[config.mk]
export PLATFORM = sky130hd
export DESIGN_NAME = uart_tx_buffer
export DESIGN_NICKNAME = d
export VERILOG_FILES = /design/src/rtl/uart_pkg.sv /design/src/rtl/sync_fifo.sv /design/src/rtl/uart_tx_buffer.sv
export SDC_FILE = /design/constraint.sdc
export NUM_CORES = 1
export LEC_CHECK = 0
export BUFFER_PORTS_ARGS = -buffer_cell sky130_fd_sc_hd__buf_4
export CORE_ASPECT_RATIO = 0.6
export CORE_MARGIN = 5
export CORE_UTILIZATION = 60
export CTS_BUF_LIST = sky130_fd_sc_hd__clkbuf_8 sky130_fd_sc_hd__clkbuf_16
export DETAILED_ROUTE_END_ITERATION = 10
export GPL_TIMING_DRIVEN = 1
export PLACE_DENSITY = 0.84
export SYNTH_ARGS = -nofsm -noshare
export SYNTH_HDL_FRONTEND = slang
export SYNTH_HIERARCHICAL = 1
export SYNTH_SLANG_ARGS = --single-unit
[constraint.sdc]
create_clock -name CLK -period 7.9 [get_ports CLK]
set_clock_uncertainty 0.05 [all_clocks]
set_input_delay 0.395 -clock CLK [delete_from_list [all_inputs] [get_ports CLK]]
set_output_delay 0.395 -clock CLK [all_outputs]
set_load 0.1 [all_outputs]
[src/rtl/uart_pkg.sv]
// UART shared definitions: frame constants and transmit FSM states.
// Imported by the transmit buffer and reusable by the receive side.
package uart_pkg;

  localparam int UART_DATA_BITS  = 8;
  localparam int DEF_CLK_PER_BIT = 868;

  typedef enum logic [1:0] {
    IDLE,
    START,
    DATA,
    STOP
  } tx_state_t;

endpackage

[src/rtl/sync_fifo.sv]
// Count-based synchronous FIFO with registered count and comb read port.
// Pushes while full and pops while empty are dropped internally.
module sync_fifo #(
  parameter int WIDTH     = 8,
  parameter int DEPTH_LOG = 4
) (
  input  logic                 CLK,
  input  logic                 reset,
  input  logic                 push,
  input  logic                 pop,
  input  logic [WIDTH-1:0]     din,
  output logic [WIDTH-1:0]     dout,
  output logic                 full,
  output logic                 empty,
  output logic [DEPTH_LOG:0]   count
);

  localparam int DEPTH = 1 << DEPTH_LOG;
  localparam logic [DEPTH_LOG:0] FULL_CNT = (DEPTH_LOG + 1)'(DEPTH);

  logic [WIDTH-1:0]     r_mem [DEPTH];
  logic [DEPTH_LOG-1:0] r_wr_ptr;
  logic [DEPTH_LOG-1:0] r_rd_ptr;
  logic [DEPTH_LOG:0]   r_count;
  logic                 w_push;
  logic                 w_pop;

  assign full   = (r_count == FULL_CNT);
  assign empty  = (r_count == '0);
  assign count  = r_count;
  assign dout   = r_mem[r_rd_ptr];
  assign w_push = push && !full;
  assign w_pop  = pop && !empty;

  // Storage array; contents need no reset since count guards reads.
  always_ff @(posedge CLK) begin
    if (w_push) r_mem[r_wr_ptr] <= din;
  end

  // Pointers wrap naturally; count tracks occupancy.
  always_ff @(posedge CLK) begin
    if (reset) begin
      r_wr_ptr <= '0;
      r_rd_ptr <= '0;
      r_count  <= '0;
    end else begin
      if (w_push) r_wr_ptr <= r_wr_ptr + 1'b1;
      if (w_pop)  r_rd_ptr <= r_rd_ptr + 1'b1;
      unique case ({w_push, w_pop})
        2'b10:   r_count <= r_count + 1'b1;
        2'b01:   r_count <= r_count - 1'b1;
        default: r_count <= r_count;
      endcase
    end
  end

endmodule

[src/rtl/uart_tx_buffer.sv]
// Buffered 8N1 UART transmitter fed by the write-back stage.
// FIFO absorbs bursts; output_ready lets the core stall instead of dropping.
module uart_tx_buffer
  import uart_pkg::*;
#(
  parameter int CLK_PER_BIT    = DEF_CLK_PER_BIT,
  parameter int FIFO_DEPTH_LOG = 4
) (
  input  logic        CLK,
  input  logic        reset,
  input  logic        write_enable,
  input  logic [31:0] write_data,
  output logic        output_ready,
  output logic        overflow,
  output logic        busy,
  output logic        txd
);

  localparam int BW = $clog2(CLK_PER_BIT);
  localparam logic [BW-1:0] BAUD_LAST = BW'(CLK_PER_BIT - 1);
  localparam logic [2:0]    BIT_LAST  = 3'(UART_DATA_BITS - 1);

  tx_state_t                r_state;
  tx_state_t                w_state_nxt;
  logic [BW-1:0]            r_baud;
  logic [BW-1:0]            w_baud_nxt;
  logic [2:0]               r_bit;
  logic [2:0]               w_bit_nxt;
  logic [7:0]               r_shift;
  logic [7:0]               w_shift_nxt;
  logic                     r_txd;
  logic                     r_overflow;
  logic                     r_busy;
  logic                     w_txd_nxt;
  logic                     w_baud_done;
  logic                     w_pop;
  logic                     w_full;
  logic                     w_empty;
  logic [7:0]               w_dout;
  logic [FIFO_DEPTH_LOG:0]  w_count;
  logic                     w_unused_hi;

  assign w_unused_hi  = ^write_data[31:8];
  assign output_ready = !w_full;
  assign overflow     = r_overflow;
  assign busy         = r_busy;
  assign txd          = r_txd;
  assign w_baud_done  = (r_baud == BAUD_LAST);

  sync_fifo #(
    .WIDTH     (UART_DATA_BITS),
    .DEPTH_LOG (FIFO_DEPTH_LOG)
  ) u_fifo (
    .CLK   (CLK),
    .reset (reset),
    .push  (write_enable),
    .pop   (w_pop),
    .din   (write_data[7:0]),
    .dout  (w_dout),
    .full  (w_full),
    .empty (w_empty),
    .count (w_count)
  );

  // FSM, baud counter, bit index and shift register state.
  always_ff @(posedge CLK) begin
    if (reset) begin
      r_state <= IDLE;
      r_baud  <= '0;
      r_bit   <= '0;
      r_shift <= '0;
    end else begin
      r_state <= w_state_nxt;
      r_baud  <= w_baud_nxt;
      r_bit   <= w_bit_nxt;
      r_shift <= w_shift_nxt;
    end
  end

  // Next-state: each non-idle state lasts one bit period.
  always_comb begin
    w_state_nxt = r_state;
    w_baud_nxt  = r_baud + 1'b1;
    w_bit_nxt   = r_bit;
    w_shift_nxt = r_shift;
    w_pop       = 1'b0;
    unique case (r_state)
      IDLE: begin
        w_baud_nxt = '0;
        if (!w_empty) begin
          w_pop       = 1'b1;
          w_shift_nxt = w_dout;
          w_state_nxt = START;
        end
      end
      START: begin
        if (w_baud_done) begin
          w_baud_nxt  = '0;
          w_bit_nxt   = '0;
          w_state_nxt = DATA;
        end
      end
      DATA: begin
        if (w_baud_done) begin
          w_baud_nxt  = '0;
          w_shift_nxt = {1'b0, r_shift[7:1]};
          if (r_bit == BIT_LAST) w_state_nxt = STOP;
          else                   w_bit_nxt   = r_bit + 1'b1;
        end
      end
      STOP: begin
        if (w_baud_done) begin
          w_baud_nxt  = '0;
          w_state_nxt = IDLE;
        end
      end
      default: w_state_nxt = IDLE;
    endcase
  end

  // Line level for the current state, registered one cycle later.
  always_comb begin
    w_txd_nxt = 1'b1;
    unique case (r_state)
      START:   w_txd_nxt = 1'b0;
      DATA:    w_txd_nxt = r_shift[0];
      default: w_txd_nxt = 1'b1;
    endcase
  end

  // Registered outputs: line, sticky overflow, activity flag.
  always_ff @(posedge CLK) begin
    if (reset) begin
      r_txd      <= 1'b1;
      r_overflow <= 1'b0;
      r_busy     <= 1'b0;
    end else begin
      r_txd      <= w_txd_nxt;
      r_overflow <= r_overflow | (write_enable & w_full);
      r_busy     <= (r_state != IDLE) || (w_count != '0);
    end
  end

endmodule

Word-level counts from Yosys, hierarchy flattened --
Memories as Yosys holds them, arrays and structs flattened. A register that Yosys moved wholly into a read port is not among the register bits. Cells that the tools add are included.
Word-level totals: register bits 39, bits in writable memories 128, input bits 35, logic and storage cells 72, memories 1
Memories:
- u_fifo.r_mem | depth 16, bits a word 8, read ports 1, clocked after Yosys merged registers in 1, wr ports 1, RTL line sync_fifo.sv:21 | logic [WIDTH-1:0] r_mem [DEPTH];
Operators by class: add/subtract/negate cells 6, eq/ne operators 14, mux-type cells 23, bitwise logic cells 2, reductions and logical operators 16
Operators by type and width (number):
- $pmux W10 S2 | 1
- $mux W8 | 2
- $pmux W8 S2 | 1
- $ne A2 B2 Y1 const B | 6
- $add A10 B1 Y10 const B | 1
- $eq A10 B10 Y1 const B | 1
- $mux W10 | 1
- $mux W2 | 5
- $pmux W5 S2 | 1
- $mux W3 | 3
- $add A4 B1 Y4 const B | 2
- $mux W4 | 2
- $pmux W2 S4 | 1
- $reduce_bool A2 Y1 | 4
- $eq A2 B2 Y1 const B | 3
- $pmux W3 S2 | 1
- $add A5 B1 Y5 const B | 1
- $eq A5 B5 Y1 const B | 1
- $logic_not A5 Y1 | 1
- $reduce_and A5 Y1 | 1
- $reduce_bool A5 Y1 | 1
- $sub A5 B1 Y5 const B | 1
- $eq A2 B1 Y1 const B | 2
- $mux W1 | 4
- other kinds (12) | 14

Longest topological paths before layout --
Gate-level depths: netlist of run 1.
depth in word-level cells 6, mapped depth 15, depth with buffers taken out 12

Hierarchy --
Netlist of run 1, hierarchy kept.
By module, submodules not included:
- sync_fifo | instances 1, cells each 330, area an instance 5891.9 µm², sequential area each 4184.0 µm²
- uart_tx_buffer | instances 1, cells each 140, area an instance 1258.7 µm², sequential area each 520.5 µm²

Worst setup path before layout of run 1 --
OpenSTA, ideal clock, no wires.
kind register to register, from register u_fifo.r_count[1] (netlist: u_fifo/count[1]), to register u_fifo.r_count[4] (netlist: u_fifo/count[4]), data arrival time 2.755 ns, required time 7.721 ns, setup slack 4.966 ns, cell stages (with the launch flop) 15, buffers on the path 3, clock period less this slack 2.934 ns, cells stage by stage dfxtp_1 -> buf_6 -> or4_4 -> buf_6 -> nor2_1 -> nor2b_1 -> o21ai_4 -> inv_1 -> ha_1 -> clkbuf_1 -> xor2_1 -> ha_1 -> o31ai_1 -> o22ai_1 -> nand4bb_1
Between the ends: cells in the longest elaborated chain, start to end 6
Ends and longest elaborated chain:
- start: declaration | RTL line sync_fifo.sv:24 | logic [DEPTH_LOG:0] r_count;
- start signal: assignment | RTL line sync_fifo.sv:50 | 2'b10: r_count <= r_count + 1'b1;
- start signal: assignment | RTL line sync_fifo.sv:51 | 2'b01: r_count <= r_count - 1'b1;
- start signal: assignment | RTL line sync_fifo.sv:52 | default: r_count <= r_count;
- $logic_not A5 Y1 (*) | RTL line sync_fifo.sv:29 | assign empty = (r_count == '0);
- named net w_empty | RTL line uart_tx_buffer.sv:38 | logic w_empty;
- $mux W1 (*) | RTL line uart_tx_buffer.sv:90 | if (!w_empty) begin
- $mux W1 (*) | RTL line uart_tx_buffer.sv:87 | unique case (r_state)
- named net w_pop | RTL line uart_tx_buffer.sv:36 | logic w_pop;
- $logic_and A1 B1 Y1 (*) | RTL line sync_fifo.sv:33 | assign w_pop = pop && !empty;
- named net u_fifo.w_pop | RTL line sync_fifo.sv:26 | logic w_pop;
- $eq A2 B1 Y1 / $eq A2 B2 Y1 (equally long branches) | RTL line sync_fifo.sv:49 | unique case ({w_push, w_pop})
- $pmux W5 S2 / $reduce_bool A2 Y1 (equally long branches)
The timed path passes the listed nets; every way through them passes the cells marked *. A chain may end at the register's enable or synchronous reset.

Worst setup path after layout of run 1 --
from register u_fifo.r_count[2] (netlist: u_fifo/count[2]), to register u_fifo.r_count[4] (netlist: u_fifo/count[4])
The elaborated chain is that of the path after synthesis.

==> reports/summary.json, run 1 <==
{
  "yosysUniqueCellTypes": {"value": 60},
  "max_slew_margin": {"value": 0.166},
  "finalSetupViolations": {"value": 0},
  "per_instance_average_area_after_synthesis": {"value": 15.2, "unit": "um2"},
  "worst_path_max_delay_cell": {"value": "sky130_fd_sc_hd__or4_4"},
  "io-pin-count": {"value": 39},
  "fin_crit": {"value": 3.25, "unit": "ns"},
  "tightest_slew": {"value": 1.24, "unit": "ns"},
  "max-cap-violations": {"value": 0},
  "cts_post_setup_buffers_inserted": {"value": 0},
  "yosys_warnings": {"value": 6},
  "achievable-frequency": {"value": 307, "unit": "MHz"},
  "number_of_flops_mapped_to_enable_cells_by_yosys": {"value": 128},
  "die_width": {"value": 151, "unit": "um"},
  "globalplace.congestion": {"value": 0.829},
  "finalCritPeriodShare": {"value": 0.412},
  "timing.setup.critical_path_class": {"value": "flip-flop to flip-flop"},
  "timing_max_transition_violations_final": {"value": 0},
  "cts.hold.buffers_added": {"value": 0},
  "worstPathMaxFanout": {"value": 13},
  "critical-path-max-stage-delay": {"value": 0.62, "unit": "ns"},
  "reg2reg_depth": {"value": 11},
  "grt_use_total": {"value": 0.210},
  "yosysSeqAreaShare": {"value": 0.658},
  "hold_violations": {"value": 0},
  "cts_buffer_depth": {"value": 2},
  "num_antenna_cells": {"value": 0},
  "initial_utilization": {"value": 0.623},
  "category_of_the_worst_setup_path_launch_point": {"value": "flip-flop"},
  "fin_tns_setup": {"value": 0, "unit": "ns"},
  "rsz_0062_raised_after_global_routing": {"value": "no"},
  "via_count": {"value": 4099},
  "grt_pass1_vias": {"value": 4003},
  "hold_path_class": {"value": "input port to flip-flop"},
  "postSynthNetCount": {"value": 521},
  "place_hpwl": {"value": 9340, "unit": "um"},
  "status": {"value": "finished, final reports clean"},
  "dr.first_iter.drc_count": {"value": 379},
  "synth.ff_latch_count": {"value": 171},
  "routed_wl": {"value": 14000, "unit": "um"},
  "grt_max_degree": {"value": 36},
  "tritoncts": {"value": "yes"},
  "syn_inst": {"value": 470},
  "cts_repair_resize_count": {"value": 0},
  "detailedRoute.firstPassIterationCount": {"value": 5},
  "asyncSetResetFlopFracSynth": {"value": 0},
  "ant_nets": {"value": 0},
  "crit_chain": {"value": "or4_4 > nor2_1 > nor2b_1 > o21ai_4 > inv_1 > ha_1 > xor2_1 > ha_1 > o31ai_1 > o22ai_1 > nand4bb_1"},
  "avgViaCountPerCell": {"value": 6.27},
  "power.static_leakage": {"value": 2.72, "unit": "nW"},
  "clock_insertion_delay_worst_skew": {"value": 0.42, "unit": "ns"},
  "vdd_ir_drop_max": {"value": 0.210, "unit": "mV"},
  "wire_per_inst": {"value": 21.3, "unit": "um"},
  "die_height": {"value": 94.6, "unit": "um"},
  "critPathCaptureType": {"value": "flip-flop"},
  "timing.critical_path.max_delay_family": {"value": "simple AND/OR/NAND/NOR gates"},
  "cp.buffers_inverters": {"value": 1},
  "finish.utilization": {"value": 0.697},
  "synth_area": {"value": 7150, "unit": "um2"},
  "cts_root_buf": {"value": "sky130_fd_sc_hd__clkbuf_16"},
  "tritoncts.num_buffers": {"value": 17},
  "drive_gt1_frac": {"value": 0.190},
  "layout_overhead_on_the_synthesized_area": {"value": 11.9, "unit": "%"},
  "die_area": {"value": 14300, "unit": "um2"},
  "critical_path_cell_count": {"value": 11},
  "placementRows": {"value": 30},
  "core": {"value": 11500, "unit": "um2"},
  "clkTransAtPathRegs": {"value": 0.07, "unit": "ns"},
  "drc": {"value": 0},
  "cts_sinks": {"value": 171},
  "internal_reg_to_reg_setup_slack": {"value": 4.65, "unit": "ns"},
  "io_buffers": {"value": 14},
  "synth_ff_type": {"value": "sky130_fd_sc_hd__edfxtp_1"},
  "holdPathStages": {"value": 3},
  "global_route_wire_length_before_repair": {"value": 21900, "unit": "um"},
  "antenna_found_initial": {"value": 0},
  "overflow_after_grt": {"value": 0},
  "fin_total_pwr": {"value": 2.54, "unit": "mW"},
  "layout_nets": {"value": 532},
  "timing.critical_path.mode_cell": {"value": "sky130_fd_sc_hd__ha_1"},
  "cts_htree_levels": {"value": 4},
  "cp.required": {"value": 8.14, "unit": "ns"},
  "worst-endpoint-arrival": {"value": 3.49, "unit": "ns"},
  "p_per_area": {"value": 318, "unit": "nW/um2"}
}
-- kinds of logic after synthesis --
family	share of synthesized area
flip-flops	0.658
AND/OR/NAND/NOR	0.0793
AO/OA/AOI/OAI	0.0805
multiplexers	0.118
buffers and inverters	0.0233
adder cells (fa/ha/maj)	0.0280
XOR/XNOR	0.0135
-- placed cells by master (no fill, tap or decap), types with 2 or more instances in the layout --
cell type | Yosys | final
sky130_fd_sc_hd__nor2b_1 | 5 | 5
sky130_fd_sc_hd__bufinv_16 | 0 | 4
sky130_fd_sc_hd__and3_1 | 3 | 3
sky130_fd_sc_hd__xnor2_1 | 3 | 3
sky130_fd_sc_hd__o21a_1 | 3 | 3
sky130_fd_sc_hd__nor4_1 | 2 | 2
sky130_fd_sc_hd__mux4_2 | 32 | 32
sky130_fd_sc_hd__edfxtp_1 | 128 | 128
sky130_fd_sc_hd__ha_1 | 16 | 16
sky130_fd_sc_hd__a21oi_1 | 15 | 15
sky130_fd_sc_hd__nor3_1 | 12 | 12
sky130_fd_sc_hd__nand2b_1 | 3 | 3
sky130_fd_sc_hd__dfxtp_1 | 43 | 42
sky130_fd_sc_hd__and2_1 | 2 | 2
sky130_fd_sc_hd__nand4_1 | 3 | 3
sky130_fd_sc_hd__nor2_1 | 34 | 34
sky130_fd_sc_hd__inv_1 | 11 | 11
sky130_fd_sc_hd__inv_6 | 0 | 5
sky130_fd_sc_hd__a311oi_1 | 7 | 7
sky130_fd_sc_hd__xor2_1 | 8 | 8
sky130_fd_sc_hd__or4_1 | 2 | 2
sky130_fd_sc_hd__nand3_1 | 6 | 6
sky130_fd_sc_hd__or3_1 | 5 | 5
sky130_fd_sc_hd__o2111ai_1 | 2 | 2
sky130_fd_sc_hd__clkinvlp_4 | 0 | 2
sky130_fd_sc_hd__o211a_1 | 2 | 2
sky130_fd_sc_hd__o21ai_0 | 10 | 10
sky130_fd_sc_hd__nand2_1 | 29 | 29
sky130_fd_sc_hd__mux2i_1 | 12 | 12
sky130_fd_sc_hd__nand3b_1 | 2 | 2
sky130_fd_sc_hd__clkbuf_16 | 0 | 17
sky130_fd_sc_hd__buf_4 | 0 | 18
sky130_fd_sc_hd__a22oi_1 | 16 | 16
-- synth_stat cells (3+ instances only) --
master                       n  area, um2
sky130_fd_sc_hd__edfxtp_1  128       3840
sky130_fd_sc_hd__dfxtp_1    43        861
sky130_fd_sc_hd__nor2_1     34        128
sky130_fd_sc_hd__mux4_2     32        721
sky130_fd_sc_hd__nand2_1    29        109
sky130_fd_sc_hd__a22oi_1    16        120
sky130_fd_sc_hd__ha_1       16        200
sky130_fd_sc_hd__a21oi_1    15       75.1
sky130_fd_sc_hd__clkbuf_1   14       52.6
sky130_fd_sc_hd__mux2i_1    12        120
sky130_fd_sc_hd__nor3_1     12       60.1
sky130_fd_sc_hd__inv_1      11       41.3
sky130_fd_sc_hd__o21ai_0    10       50.1
sky130_fd_sc_hd__xor2_1      8       70.1
sky130_fd_sc_hd__a311oi_1    7       61.3
sky130_fd_sc_hd__buf_2       7       35.0
sky130_fd_sc_hd__nand3_1     6       30.0
sky130_fd_sc_hd__nor2b_1     5       31.3
sky130_fd_sc_hd__or3_1       5       31.3
sky130_fd_sc_hd__and3_1      3       18.8
sky130_fd_sc_hd__buf_1       3       11.3
sky130_fd_sc_hd__nand2b_1    3       18.8
sky130_fd_sc_hd__nand4_1     3       18.8
sky130_fd_sc_hd__o21a_1      3       22.5
sky130_fd_sc_hd__xnor2_1     3       26.3
-- layout make-up --
type | instances | area [um2]
sequential | 171 | 4710
fill | 743 | 3490
multi-input combinational | 261 | 2280
clock buffer | 17 | 425
clock inverter | 15 | 209
tap | 160 | 200
timing repair buffer | 18 | 135
inverter | 12 | 45.0
-- layer usage --
layer	up-vias	routed length, um	global-route usage	part of all wire
li1	1861	-	-	-
met1	2064	6150	0.303	0.44
met2	152	6350	0.308	0.45
met3	22	1290	0.0724	0.093
met4	0	164	0.0611	0.012
met5	-	0	0	0
-- power breakdown --
part           leakage (nW)  switching [mW]  internal [mW]
sequential             1.51          0.0468           1.03
combinational         0.907           0.354          0.225
clock                 0.303           0.350          0.536
-- per-stage QoR --
stage / std cells / cell area [um2] / hold slack, ns / setup slack, ns
after floorplan: 470 / 7150 / 0.380 / 4.97
after global placement: 622 / 7370 / 0.397 / 4.89
after detailed placement: 622 / 7370 / 0.407 / 4.76
after CTS: 654 / 8000 / 0.224 / 4.71
after global routing: 654 / 8000 / 0.235 / 4.50
final: 654 / 8000 / 0.231 / 4.65
-- tightest hold or removal path, delay by kind of cell --
family / cells / cell delay (ns)
AO/OA/AOI/OAI: 1 / 0.07
AND/OR/NAND/NOR: 1 / 0.07
buffers and inverters: 1 / 0.12
-- flip-flops by register name, summed over array words and instances (netlist names), named ones only --
name and cells:
busy 1, overflow 1, r_baud 10, r_bit 3, r_shift 8, r_state 2
txd 1, u_fifo/count 5, u_fifo/r_mem 128, u_fifo/r_rd_ptr 4, u_fifo/r_wr_ptr 4
-- final timing paths --
kind	start	endpoint
min	write_enable	overflow
min reg2reg	r_baud[0]	r_baud[0]
max	u_fifo/count[2]	u_fifo/count[4]
max reg2reg	u_fifo/count[2]	u_fifo/count[4]
No activity file was read; power rests on OpenSTA's default activity.
==> run 2, diff against run 1 <==
Settings changed: ABC_AREA set to 1, CORE_UTILIZATION 60 to 55, PLACE_DENSITY 0.84 to 0.81.
Clock period 7.9 ns to 2.8 ns, I/O delays scaled along.
==> run 2 against run 1 <==
Net effect: die area up 14%; routed wire length up 7.1%; via count up 21%; cell count up 35%; combinational power rose to 3.7 times the previous value; fmax up 27%; utilization down 6.1 points; synthesized cell count up 39%; largest cell class unchanged; highest routed layer unchanged.
==> reports/summary.json, run 2 <==
{
  "die_height": {"value": 101, "unit": "um"},
  "hold_violations": {"value": 0},
  "timing_max_transition_violations_final": {"value": 0},
  "place_hpwl": {"value": 9880, "unit": "um"},
  "per_instance_average_area_after_synthesis": {"value": 11.5, "unit": "um2"},
  "detailedRoute.firstPassIterationCount": {"value": 5},
  "wire_per_inst": {"value": 17.0, "unit": "um"},
  "tightest_slew": {"value": 0.674, "unit": "ns"},
  "hold_path_startpoint": {"value": "overflow"},
  "globalRouteMet2Util": {"value": 0.292},
  "antenna_found_initial": {"value": 0},
  "synthTopCellsByArea": {"value": "sky130_fd_sc_hd__edfxtp_1, sky130_fd_sc_hd__dfxtp_1, sky130_fd_sc_hd__mux2i_1"},
  "grt-busiest-layer": {"value": "met2"},
  "postSynthNetCount": {"value": 704},
  "tritoncts.num_buffers": {"value": 17},
  "clock_insertion_delay_worst_skew": {"value": 0.43, "unit": "ns"},
  "ff_latch_area": {"value": 4710, "unit": "um2"},
  "tritoncts": {"value": "yes"},
  "largest_reg_flops": {"value": 128},
  "ant_nets": {"value": 0},
  "finalSetupViolations": {"value": 0},
  "number_of_fill_cells_in_the_layout": {"value": 1005},
  "power_switching": {"value": 2.58, "unit": "mW"},
  "power.static_leakage": {"value": 3.16, "unit": "nW"},
  "yosysUniqueCellTypes": {"value": 39},
  "clkPwrFrac": {"value": 0.313},
  "routed_wl": {"value": 14900, "unit": "um"},
  "yosysSeqAreaShare": {"value": 0.625},
  "regToRegStartpoint": {"value": "u_fifo/count[1]"},
  "timing.critical_path.max_delay_family": {"value": "simple AND/OR/NAND/NOR gates"},
  "asyncSetResetFlopFracSynth": {"value": 0},
  "layout_overhead_on_the_synthesized_area": {"value": 14.3, "unit": "%"},
  "hold_path_class": {"value": "flip-flop to flip-flop"},
  "timing.critical_path.from": {"value": "u_fifo/count[1]"},
  "io_buffers": {"value": 14},
  "internal_reg_to_reg_setup_slack": {"value": 0.24, "unit": "ns"},
  "worstPathMaxFanout": {"value": 7},
  "grt_util_met3": {"value": 0.0478},
  "synth_ff_type": {"value": "sky130_fd_sc_hd__edfxtp_1"},
  "cts_repair_resize_count": {"value": 0},
  "cts_post_setup_buffers_inserted": {"value": 0},
  "critical-path-max-stage-delay": {"value": 0.50, "unit": "ns"},
  "avgViaCountPerCell": {"value": 5.61},
  "achievable-frequency": {"value": 391, "unit": "MHz"},
  "fin_crit": {"value": 2.56, "unit": "ns"},
  "final_common_cell": {"value": "sky130_fd_sc_hd__edfxtp_1"},
  "number_of_flops_mapped_to_enable_cells_by_yosys": {"value": 128},
  "post-route-cell-area": {"value": 8600, "unit": "um2"},
  "cts_sinks": {"value": 171},
  "grt_max_degree": {"value": 57},
  "globalplace.congestion": {"value": 0.802},
  "core": {"value": 13500, "unit": "um2"},
  "io-pin-count": {"value": 39},
  "die_width": {"value": 161, "unit": "um"},
  "dr.first_iter.drc_count": {"value": 464},
  "layout_nets": {"value": 744},
  "crit_chain": {"value": "nor2_2 > nand3_2 > inv_1 > or2_1 > inv_1 > nand2_4 > inv_6 > ha_1 > xor2_1 > ha_1 > inv_1 > nand2_2 > nand2_2 > nand3_1 > nand3_1 > nand2_1 > inv_1"},
  "registers_with_the_most_flip_flops": {"value": "u_fifo/r_mem: 128 flops, r_baud: 10 flops, r_shift: 8 flops"},
  "cp.required": {"value": 3.08, "unit": "ns"},
  "synth.ff_latch_count": {"value": 171},
  "synth_top_area_frac": {"value": 0.510},
  "cell_internal_pwr": {"value": 5.03, "unit": "mW"},
  "fin_tns_setup": {"value": 0, "unit": "ns"},
  "critPathCaptureType": {"value": "flip-flop"},
  "cts_root_buf": {"value": "sky130_fd_sc_hd__clkbuf_16"},
  "num_antenna_cells": {"value": 0},
  "multi_input_comb_area": {"value": 2380, "unit": "um2"},
  "cts_htree_levels": {"value": 4},
  "grt_pass1_vias": {"value": 4660},
  "via_count": {"value": 4941},
  "overflow_after_grt": {"value": 0},
  "max-cap-violations": {"value": 0},
  "syn_inst": {"value": 653},
  "timing.setup.critical_path_class": {"value": "flip-flop to flip-flop"},
  "finalCritPeriodShare": {"value": 0.913},
  "max_slew_margin": {"value": 0.550},
  "drive_gt1_frac": {"value": 0.161},
  "pwr-share-comb": {"value": 0.280},
  "cts_buffer_depth": {"value": 2},
  "cts.hold.buffers_added": {"value": 10},
  "status": {"value": "finished, final reports clean"},
  "globalRouteMet1Util": {"value": 0.284},
  "timing.critical_path.mode_cell": {"value": "sky130_fd_sc_hd__inv_1"},
  "drc": {"value": 0},
  "seq_power_share": {"value": 0.408},
  "synth.top_cells.by_count": {"value": "sky130_fd_sc_hd__edfxtp_1, sky130_fd_sc_hd__inv_1, sky130_fd_sc_hd__nand2_1, sky130_fd_sc_hd__nor2_1"},
  "p_per_area": {"value": 885, "unit": "nW/um2"},
  "global_route_wire_length_before_repair": {"value": 24100, "unit": "um"},
  "synth_area": {"value": 7530, "unit": "um2"},
  "post-synth-top-area-cell": {"value": "sky130_fd_sc_hd__edfxtp_1"},
  "largest_register": {"value": "u_fifo/r_mem"},
  "initial_utilization": {"value": 0.556},
  "vdd_ir_drop_max": {"value": 0.482, "unit": "mV"},
  "placementRows": {"value": 33},
  "category_of_the_worst_setup_path_launch_point": {"value": "flip-flop"},
  "worst_path_max_delay_cell": {"value": "sky130_fd_sc_hd__dfxtp_1"},
  "rsz_0062_raised_after_global_routing": {"value": "no"},
  "post-synth-top-count-cell": {"value": "sky130_fd_sc_hd__edfxtp_1"},
  "power.switching_fraction": {"value": 0.339},
  "postPlaceCellArea": {"value": 7900, "unit": "um2"},
  "grt_use_total": {"value": 0.193},
  "layout.cells.most_common_list": {"value": "sky130_fd_sc_hd__edfxtp_1, sky130_fd_sc_hd__inv_1, sky130_fd_sc_hd__nand2_1"},
  "worst-endpoint-arrival": {"value": 2.84, "unit": "ns"},
  "yosys_warnings": {"value": 6},
  "clkTransAtPathRegs": {"value": 0.07, "unit": "ns"},
  "cp.buffers_inverters": {"value": 5},
  "die_area": {"value": 16200, "unit": "um2"}
}
run 2: cell count changes after synthesis, moves of 20 or more:
cell / previous run / this run
sky130_fd_sc_hd__inv_1: 11 / 70
sky130_fd_sc_hd__o21ai_0: 10 / 43
sky130_fd_sc_hd__mux4_2: 32 / 0
sky130_fd_sc_hd__o211ai_1: 1 / 32
sky130_fd_sc_hd__a21oi_1: 15 / 42
sky130_fd_sc_hd__mux2i_1: 12 / 39
sky130_fd_sc_hd__nand2_1: 29 / 56
sky130_fd_sc_hd__nand3_1: 6 / 26
run 2: worst min-delay path, cell delays in order, from the launching register on:
cell	delay, ns
sky130_fd_sc_hd__dfxtp_1	0.33
sky130_fd_sc_hd__a21oi_1	0.04
sky130_fd_sc_hd__nor2_1	0.07
run 2: final timing paths:
| kind | to | cells past startpoint |
|---|---|---|
| hold / removal | overflow | 2 |
| hold reg to reg | overflow | 2 |
| setup reg to reg | u_fifo/count[4] | 17 |
| setup / recovery | u_fifo/count[4] | 17 |
run 2: through the flow:
step | utilization | cells | hold slack, ns | power [mW] | setup slack, ns
floorplan | - | 653 | 0.159 | 4.81 | 0.512
global route | 0.635 | 881 | 0.464 | 8.00 | 0.0321
global placement | 0.583 | 839 | 0.355 | 5.11 | 0.341
CTS | 0.635 | 881 | 0.436 | 7.63 | 0.247
detailed placement | 0.583 | 839 | 0.372 | 5.23 | 0.265
finish | 0.635 | 881 | 0.433 | 7.61 | 0.244
run 2: cells by family (layout without fill, tap and decap cells):
| family | Yosys count | after routing | share of synthesized area |
|---|---|---|---|
| and+or+nand+nor | 182 | 182 | 0.118 |
| DFF | 171 | 171 | 0.625 |
| AOI/OAI and AO/OA | 133 | 133 | 0.108 |
| buffers and inverters | 102 | 155 | 0.0586 |
| muxes | 39 | 39 | 0.0518 |
| adders and majority gates | 16 | 16 | 0.0266 |
| xor gates and xnor gates | 10 | 10 | 0.0126 |
run 2: area by class of cell:
type / count / area share
tap: 175 / 0.0254
sequential: 171 / 0.547
inverter: 74 / 0.0329
clock buffer: 17 / 0.0494
timing repair buffer: 49 / 0.0471
multi-input combinational: 380 / 0.277
clock inverter: 15 / 0.0208
run 2: power groups by stage:
| stage | logic [mW] | clock network (mW) | registers (mW) |
|---|---|---|---|
| after global routing | 2.35 | 2.52 | 3.13 |
| final | 2.13 | 2.38 | 3.10 |
| after detailed placement | 2.08 | 0 | 3.16 |
| after CTS | 2.13 | 2.40 | 3.10 |
| after global placement | 1.97 | 0 | 3.14 |
| after floorplan | 1.68 | 0 | 3.13 |
run 2: layer usage:
metal,wire length (um),vias up
li1,-,2367
met1,7170,2404
met2,6640,154
met3,974,16
met4,157,0
met5,0,-
==> run 3, diff against run 2 <==
Settings changed: CORE_MARGIN 5 to not set.
==> run 3 against run 2 <==
Net effect: register-to-register slack got worse by 0.03 ns; routed wire length increased by 5.0%; count of clock-buffer cells in the layout unchanged; largest cell class unchanged; largest power group unchanged; critical path depth unchanged; first-iteration DRC count increased by 9.1%; clock power decreased by 3%.
==> reports/summary.json, run 3 (synthesized netlist as in run 2, its figures left out) <==
{
  "power.static_leakage": {"value": 3.15, "unit": "nW"},
  "cts_htree_levels": {"value": 4},
  "antenna_found_initial": {"value": 0},
  "timing.setup.critical_path_class": {"value": "flip-flop to flip-flop"},
  "max-cap-violations": {"value": 0},
  "rsz_0062_raised_after_global_routing": {"value": "no"},
  "finalCritPeriodShare": {"value": 0.924},
  "final_common_cell": {"value": "sky130_fd_sc_hd__edfxtp_1"},
  "overflow_after_grt": {"value": 0},
  "seq_power_share": {"value": 0.412},
  "registers_with_the_most_flip_flops": {"value": "u_fifo/r_mem: 128 flops, r_baud: 10 flops, r_shift: 8 flops"},
  "initial_utilization": {"value": 0.575},
  "max_slew_margin": {"value": 0.387},
  "p_per_area": {"value": 882, "unit": "nW/um2"},
  "io_buffers": {"value": 14},
  "largest_register": {"value": "u_fifo/r_mem"},
  "via_count": {"value": 5020},
  "largest_reg_flops": {"value": 128},
  "avgViaCountPerCell": {"value": 5.73},
  "power.switching_fraction": {"value": 0.354},
  "drc": {"value": 0},
  "place_hpwl": {"value": 10400, "unit": "um"},
  "hold_path_class": {"value": "flip-flop to flip-flop"},
  "vdd_ir_drop_max": {"value": 0.374, "unit": "mV"},
  "cts_sinks": {"value": 171},
  "layout_overhead_on_the_synthesized_area": {"value": 13.9, "unit": "%"},
  "tritoncts": {"value": "yes"},
  "placementRows": {"value": 32},
  "layout_nets": {"value": 744},
  "cp.required": {"value": 3.08, "unit": "ns"},
  "tightest_slew": {"value": 0.916, "unit": "ns"},
  "achievable-frequency": {"value": 387, "unit": "MHz"},
  "fin_tns_setup": {"value": 0, "unit": "ns"},
  "timing_max_transition_violations_final": {"value": 0},
  "tritoncts.num_buffers": {"value": 17},
  "dr.first_iter.drc_count": {"value": 506},
  "die_area": {"value": 14200, "unit": "um2"},
  "hold_violations": {"value": 0},
  "wire_per_inst": {"value": 17.9, "unit": "um"},
  "status": {"value": "finished, final reports clean"},
  "globalplace.congestion": {"value": 0.854},
  "grt_use_total": {"value": 0.236},
  "num_antenna_cells": {"value": 0},
  "fin_crit": {"value": 2.59, "unit": "ns"},
  "worstPathMaxFanout": {"value": 7},
  "number_of_fill_cells_in_the_layout": {"value": 937},
  "finalSetupViolations": {"value": 0},
  "die_height": {"value": 92.6, "unit": "um"},
  "post-place-ws": {"value": 0.251, "unit": "ns"},
  "multi_input_comb_area": {"value": 2380, "unit": "um2"},
  "global_route_wire_length_before_repair": {"value": 24900, "unit": "um"},
  "clkTransAtPathRegs": {"value": 0.07, "unit": "ns"},
  "clock_insertion_delay_worst_skew": {"value": 0.43, "unit": "ns"},
  "routed_wl": {"value": 15700, "unit": "um"},
  "core": {"value": 13100, "unit": "um2"},
  "category_of_the_worst_setup_path_launch_point": {"value": "flip-flop"},
  "drive_gt1_frac": {"value": 0.164},
  "hold-worst-slack": {"value": 0.420, "unit": "ns"},
  "pwr-share-comb": {"value": 0.281},
  "io-pin-count": {"value": 39},
  "fin_total_pwr": {"value": 7.56, "unit": "mW"},
  "layout.cells.non_filler": {"value": 876},
  "cts_root_buf": {"value": "sky130_fd_sc_hd__clkbuf_16"},
  "ant_nets": {"value": 0},
  "cell_internal_pwr": {"value": 4.88, "unit": "mW"},
  "post-route-cell-area": {"value": 8580, "unit": "um2"},
  "grt_max_degree": {"value": 63},
  "finish.utilization": {"value": 0.655},
  "cts_buffer_depth": {"value": 2},
  "placed_cells": {"value": 833},
  "clkPwrFrac": {"value": 0.307},
  "worst-endpoint-arrival": {"value": 2.87, "unit": "ns"},
  "grt_pass1_vias": {"value": 4821},
  "detailedRoute.firstPassIterationCount": {"value": 6},
  "ff_latch_area": {"value": 4710, "unit": "um2"},
  "postPlaceCellArea": {"value": 7870, "unit": "um2"},
  "critPathCaptureType": {"value": "flip-flop"},
  "setup_ws_final": {"value": 0.214, "unit": "ns"},
  "power_switching": {"value": 2.68, "unit": "mW"},
  "layout.cells.most_common_list": {"value": "sky130_fd_sc_hd__edfxtp_1, sky130_fd_sc_hd__inv_1, sky130_fd_sc_hd__nand2_1"},
  "die_width": {"value": 153, "unit": "um"}
}
run 3: changes by cell type in the layout (fill, tap and decap cells not counted):
cell / delta
sky130_fd_sc_hd__inv_1: -1
sky130_fd_sc_hd__clkinvlp_4: -1
sky130_fd_sc_hd__bufinv_16: -2
sky130_fd_sc_hd__inv_8: +4
sky130_fd_sc_hd__dfxtp_1: -2
sky130_fd_sc_hd__clkinv_2: -1
sky130_fd_sc_hd__clkinv_4: +1
sky130_fd_sc_hd__dfxtp_2: +2
sky130_fd_sc_hd__dlygate4sd3_1: +1
sky130_fd_sc_hd__buf_12: -1
sky130_fd_sc_hd__clkinv_8: +1
sky130_fd_sc_hd__inv_6: -1
run 3: area by class of cell:
cell class | instances | area share
Sequential cell | 171 | 0.549
Multi-Input combinational cell | 380 | 0.278
Clock buffer | 17 | 0.0496
Timing Repair Buffer | 49 | 0.0461
Inverter | 74 | 0.0330
Tap cell | 170 | 0.0248
Clock inverter | 15 | 0.0191
run 3: final timing paths:
path	startpoint	end	slack, ns	cells past startpoint
setup / recovery	r_state[0]	u_fifo/count[4]	0.21	17
hold / removal	r_baud[9]	r_baud[9]	0.42	2
setup reg to reg	r_state[0]	u_fifo/count[4]	0.21	17
hold reg to reg	r_baud[9]	r_baud[9]	0.42	2
run 3: what timing repair did:
| item | in CTS | in global routing |
|---|---|---|
| hold buffers | 11 | 0 |
| endpoints found under the hold margin | 122 | 0 |
| resized for setup | 0 | 2 |
| setup buffers | 0 | 0 |
| endpoints found under the setup margin | 0 | 1 |
run 3: power groups by stage:
stage	registers, mW	logic [mW]	clock network [mW]
after floorplan	3.13	1.68	0
after global placement	3.15	1.99	0
after detailed placement	3.16	2.07	0
after CTS	3.11	2.10	2.35
after global routing	3.14	2.34	2.43
final	3.12	2.12	2.32
run 3: layer usage:
metal / track usage / part of all wire
met1: 0.333 / 0.47
met2: 0.366 / 0.45
met3: 0.0496 / 0.071
met4: 0.0783 / 0.0094
met5: 0 / 0
run 3: critical path: stages (launching register included):
cell and delay [ns]:
sky130_fd_sc_hd__dfxtp_1 0.34, sky130_fd_sc_hd__inv_1 0.12, sky130_fd_sc_hd__ha_1 0.24, sky130_fd_sc_hd__inv_1 0.07, sky130_fd_sc_hd__or2_1 0.23, sky130_fd_sc_hd__inv_1 0.10
sky130_fd_sc_hd__nand2_4 0.09, sky130_fd_sc_hd__inv_6 0.09, sky130_fd_sc_hd__ha_1 0.31, sky130_fd_sc_hd__xor2_1 0.23, sky130_fd_sc_hd__ha_1 0.18, sky130_fd_sc_hd__inv_1 0.04
sky130_fd_sc_hd__nand2_2 0.08, sky130_fd_sc_hd__nand2_2 0.06, sky130_fd_sc_hd__nand3_1 0.08, sky130_fd_sc_hd__nand3_1 0.08, sky130_fd_sc_hd__nand2_1 0.07, sky130_fd_sc_hd__inv_1 0.03
